<file path="config.mk">
export PLATFORM = sky130hd
export DESIGN_NAME = mac_accumulator
export DESIGN_NICKNAME = d
export VERILOG_FILES = /design/src/rtl/mac_pkg.sv /design/src/rtl/mac_round_sat.sv /design/src/rtl/mac_accumulator.sv
export SDC_FILE = /design/constraint.sdc
export NUM_CORES = 1
export LEC_CHECK = 0
export ABC_AREA = 1
export BUFFER_PORTS_ARGS = -buffer_cell sky130_fd_sc_hd__clkbuf_2
export CELL_PAD_IN_SITES_DETAIL_PLACEMENT = 0
export CELL_PAD_IN_SITES_GLOBAL_PLACEMENT = 1
export CORE_MARGIN = 2
export CORE_UTILIZATION = 46
export CTS_BUF_LIST = sky130_fd_sc_hd__clkbuf_8
export DETAILED_ROUTE_END_ITERATION = 8
export MAX_ROUTING_LAYER = met4
export PLACE_DENSITY_LB_ADDON = 0.15
export SYNTH_ARGS = -nofsm -noshare
export SYNTH_HDL_FRONTEND = slang
export SYNTH_SLANG_ARGS = --single-unit
</file>
<file path="constraint.sdc">
create_clock -name clk -period 10.4 [get_ports clk]
set_clock_uncertainty 0.05 [all_clocks]
set_input_delay 0.52 -clock clk [delete_from_list [all_inputs] [get_ports clk]]
set_output_delay 0.52 -clock clk [all_outputs]
set_load 0.05 [all_outputs]
</file>
<file path="src/rtl/mac_pkg.sv">
// mac_pkg: shared state enum, operand/product widths and saturation bounds
package mac_pkg;
  typedef enum logic {ST_ACCUM, ST_DONE} state_e;
  localparam int OPND_W = 17;
  localparam int PROD_W = 34;
  localparam int SAT_MAX = 65535;
  localparam int SAT_MIN = -65536;
endpackage

</file>
<file path="src/rtl/mac_round_sat.sv">
// mac_round_sat: round-half-up acc_i by FRAC bits, clamp to 17-bit signed; res_o result, sat_o clamped
module mac_round_sat
  import mac_pkg::*;
#(
  parameter int ACC_W = 40,
  parameter int FRAC = 8
) (
  input  logic [ACC_W-1:0]  acc_i,
  output logic [OPND_W-1:0] res_o,
  output logic              sat_o
);
  localparam logic [ACC_W:0] HALF = ((ACC_W+1)'(1) << FRAC) >> 1;
  localparam logic signed [ACC_W:0] HI = (ACC_W+1)'(SAT_MAX);
  localparam logic signed [ACC_W:0] LO = (ACC_W+1)'(SAT_MIN);
  logic signed [ACC_W:0] r;
  logic hi, lo;
  assign r = ($signed({acc_i[ACC_W-1], acc_i}) + $signed(HALF)) >>> FRAC;
  assign hi = r > HI;
  assign lo = r < LO;
  assign sat_o = hi | lo;
  assign res_o = hi ? OPND_W'(SAT_MAX) : lo ? OPND_W'(SAT_MIN) : r[OPND_W-1:0];
endmodule

</file>
<file path="src/rtl/mac_accumulator.sv">
// mac_accumulator: sums batches of mul products (in_* handshake), emits rounded saturated result (out_* handshake)
module mac_accumulator
  import mac_pkg::*;
#(
  parameter int N_TERMS = 8,
  parameter int ACC_W = 40,
  parameter int FRAC = 8
) (
  input  logic                           clk,
  input  logic                           rst,
  input  logic                           in_valid,
  output logic                           in_ready,
  input  logic [PROD_W-1:0]              in_prod,
  input  logic                           in_last,
  output logic                           out_valid,
  input  logic                           out_ready,
  output logic [OPND_W-1:0]              out_data,
  output logic                           out_sat,
  output logic [$clog2(N_TERMS+1)-1:0]   out_count
);
  localparam int CW = $clog2(N_TERMS+1);
  state_e state_q, state_d;
  logic [ACC_W-1:0] acc_q, acc_d, acc_sum;
  logic [CW-1:0] cnt_q, cnt_d, cnt_inc, count_q, count_d;
  logic [OPND_W-1:0] data_q, data_d, rs_data;
  logic sat_q, sat_d, rs_sat, in_fire, out_fire, close;
  assign in_ready = state_q == ST_ACCUM;
  assign out_valid = state_q == ST_DONE;
  assign in_fire = in_valid & in_ready;
  assign out_fire = out_valid & out_ready;
  assign acc_sum = acc_q + ACC_W'($signed(in_prod));
  assign cnt_inc = cnt_q + CW'(1);
  assign close = in_last | (cnt_inc == CW'(N_TERMS));
  assign out_data = data_q;
  assign out_sat = sat_q;
  assign out_count = count_q;
  mac_round_sat #(.ACC_W(ACC_W), .FRAC(FRAC)) u_rs (
    .acc_i(acc_sum),
    .res_o(rs_data),
    .sat_o(rs_sat)
  );
  always_comb begin
    state_d = state_q;
    acc_d = acc_q;
    cnt_d = cnt_q;
    data_d = data_q;
    sat_d = sat_q;
    count_d = count_q;
    if (in_fire) begin
      acc_d = acc_sum;
      cnt_d = cnt_inc;
      state_d = close ? ST_DONE : ST_ACCUM;
      data_d = close ? rs_data : data_q;
      sat_d = close ? rs_sat : sat_q;
      count_d = close ? cnt_inc : count_q;
    end
    if (out_fire) begin
      state_d = ST_ACCUM;
      acc_d = '0;
      cnt_d = '0;
    end
  end
  always_ff @(posedge clk) begin
    if (rst) begin
      state_q <= ST_ACCUM;
      acc_q <= '0;
      cnt_q <= '0;
      data_q <= '0;
      sat_q <= 1'b0;
      count_q <= '0;
    end else begin
      state_q <= state_d;
      acc_q <= acc_d;
      cnt_q <= cnt_d;
      data_q <= data_d;
      sat_q <= sat_d;
      count_q <= count_d;
    end
  end
endmodule

</file>
==> metrics.yaml <==
grt_pass1_vias: 6991
report.final.slew_viol_count: 0
cts_setup_buffers: 0
power.internal_uw: 632
clk_latency_ns: 0.38
grt_overflow: 0
synthesis.nets: 1345
firstDrtPassIters: 6
port_buffers: 62
slowest_stage: "a21oi_4"
critPathRequiredTime_ns: 10.58
max_slew_margin_pct: 43.6
crit_family: "simple AND/OR/NAND/NOR gates"
tns_ns: 0
whs_endpoint: "out_data[16]$_SDFFE_PP0P_"
start_util_pct: 47.2
fillers: 1717
crit_path_start_kind: "register"
use_met3_pct: 3.84
ys_seq_area_share_pct: 18.6
setup_violations: 0
yosys.cell_types.count: 40
critPathKind: "register to register"
reg2reg_depth: 22
vias_per_cell: 5.03
rows: 45
grt_max_degree: 80
routedWlPerCell_um: 14.4
rsz0062_at_grt: "no"
fin_crit_ns: 3.95
leakage_uw: 0.00448
cts_tree: "done"
power.switching_uw: 579
r2r_slack_ns: 6.45
ios: 63
ir_worst_vdd_uv: 57.7
cts_sinks: 67
routed_wl_um: 22100
cts.clk_slew.worst_paths_ns: 0.08
diodes: 0
cts_buffers: 9
max_stage_delay_ns: 0.49
crit_path_cell_trace: "ha_1, fa_1, nand3_1, nand3_1, nand2_1, nand2_1, nand2_1, nand2_1, inv_1, ha_1, inv_1, nor2_1, nand3_1, nor2_2, nor3b_2, nand3_1, nand2_1, nand3_1, nor2_2, nand3_2, a21oi_4, a21oi_1"
synthTopCellsByArea: "nand2_1, dfxtp_1, inv_1"
clockRootBuffer: "clkbuf_8"
grt_first_pass_wirelength_um: 35600
cts_resized: 0
ys_warn_count: 0
path_max_fanout: 17
drtIter0Drc: 514
track_usage_pct: 28.3
syn_area_per_cell_um2: 5.70
reg2reg_from: "acc_q[0]$_SDFFE_PP0P_"
syn_to_final_growth_pct: 10.5
htree_levels: 3
met2_usage_pct: 41.0
switching_share_pct: 47.8
tightest_slew_ns: 0.846
drive_gt1_share_pct: 13.0
min_path_cells: 2
vias: 7738
p_clk_share_pct: 23.5
coreArea_um2: 15300
synth_seq_cells: 67
finalHoldViolations: 0
reg2reg_to: "out_data[4]$_SDFFE_PP0P_"
die_h_um: 129
netlist_instances: 1264
fmax_mhz: 253
hold_class: "primary input to register"
min_from: "rst"
cts_buffer_depth: 2
max_cap_viol_count: 0
critPathBufInv: 2
grt_use_met1_pct: 40.7
dp_hpwl_um: 18400
comb_power_share_pct: 51.8
synth_top_area_cell: "nand2_1"
cp-end-kind: "register"
drt_drc_violations_left: 0
postLayoutCellArea_um2: 7960
final_nets: 1402
die_w_um: 129
outcome: "finished, final reports clean"
cts.hold.buffers_added: 0
grt_busiest_layer: "met2"
p_per_area_nw_per_um2: 152
arrival_ns: 4.13
netlist_area_um2: 7200
placed_area_um2: 7710
netlist.area_leader.share_pct: 23.6
power_frac_seq_pct: 24.8
ant_nets: 0
antenna_found_initial: 0
die-area_um2: 16700
period_share_pct: 38.0
gp_congestion: 0.980
[layer usage]
metal  part of all wire, %  wire (µm)
met1                    51      11400
met2                    40       8940
met3                   6.2       1370
met4                   2.0        435
met5                     0          0
[how the worst max path moves through the flow]
stage | start | end | slack, ns | depth (start not counted)
finish | acc_q[0]$_SDFFE_PP0P_ | out_data[4]$_SDFFE_PP0P_ | 6.45 | 22
detailed placement | in_prod[0] | out_data[4]$_SDFFE_PP0P_ | 6.11 | 23
floorplan | in_prod[0] | out_data[10]$_SDFFE_PP0P_ | 6.84 | 23
CTS | acc_q[0]$_SDFFE_PP0P_ | out_data[4]$_SDFFE_PP0P_ | 6.42 | 22
global route | acc_q[0]$_SDFFE_PP0P_ | out_data[3]$_SDFFE_PP0P_ | 5.94 | 25
global placement | in_prod[0] | out_data[0]$_SDFFE_PP0P_ | 6.20 | 23
[final cells by class]
class	count	area (µm²)	area share, %
Sequential cell	67	1340	16.9
Timing Repair Buffer	64	325	4.09
Inverter	209	785	9.86
Tap cell	211	264	3.32
Clock inverter	6	113	1.41
Clock buffer	10	138	1.73
Multi-Input combinational cell	970	4990	62.7
[flip-flops by register name, summed over array words and instances (netlist names)]
name,count
cnt_q,4
out_count,4
out_valid,1
out_sat,1
acc_q,40
out_data,17
[cell families after synthesis]
kind of cell / after synthesis / share of synthesized area (%)
AO/OA/AOI/OAI: 141 / 12.5
AND/OR/NAND/NOR: 763 / 46.4
XOR/XNOR: 24 / 2.92
buffers and inverters: 227 / 12.2
flip-flops: 67 / 18.6
adder cells (fa/ha/maj): 42 / 7.40
[metrics by stage]
| step | setup slack (ns) | utilization [%] | total power (µW) | hold WS [ns] | cells |
|---|---|---|---|---|---|
| finish | 6.45 | 52.2 | 1210 | 0.328 | 1537 |
| global route | 5.94 | 52.2 | 1310 | 0.340 | 1537 |
| detailed placement | 6.11 | 50.5 | 923 | 0.421 | 1521 |
| floorplan | 6.84 | - | 772 | 0.409 | 1264 |
| global placement | 6.20 | 50.5 | 922 | 0.419 | 1521 |
| CTS | 6.42 | 52.2 | 1210 | 0.321 | 1537 |
[power by group through the flow]
stage          registers [µW]  logic (µW)  clock network (µW)
4_1_cts                   300         620                 290
6_report                  300         627                 284
2_1_floorplan             331         441                   0
5_1_grt                   303         706                 297
3_3_place_gp              305         616                   0
3_5_place_dp              306         617                   0
[Yosys cell counts (all sizes together)]
| cell | count |
|---|---|
| dfxtp | 67 |
| a21boi | 1 |
| nand3 | 87 |
| a31oi | 2 |
| o21ai | 41 |
| nand3b | 5 |
| xnor2 | 2 |
| xor2 | 22 |
| o31ai | 1 |
| nor4 | 3 |
| o21bai | 5 |
| nor2 | 155 |
| nor3b | 1 |
| nor3 | 3 |
| fa | 1 |
| inv | 209 |
| a21oi | 55 |
| nand4 | 23 |
| buf | 3 |
| nand2 | 485 |
| a21o | 2 |
| and3 | 1 |
| clkbuf | 15 |
| ha | 41 |
| o211ai | 34 |
[placed cells by master (no fill, tap or decap), drive strengths merged, types with 3 or more instances in the layout]
| cell | n |
|---|---|
| o21ai | 41 |
| nand3 | 87 |
| ha | 41 |
| nand4 | 23 |
| bufinv | 3 |
| xor2 | 22 |
| inv | 209 |
| o211ai | 34 |
| nor4 | 3 |
| o21bai | 5 |
| clkinv | 3 |
| a21oi | 55 |
| nor3 | 3 |
| nand2 | 485 |
| nand3b | 5 |
| nor2 | 155 |
| clkbuf | 72 |
| dfxtp | 67 |
Power figures use the tool's default switching activity.
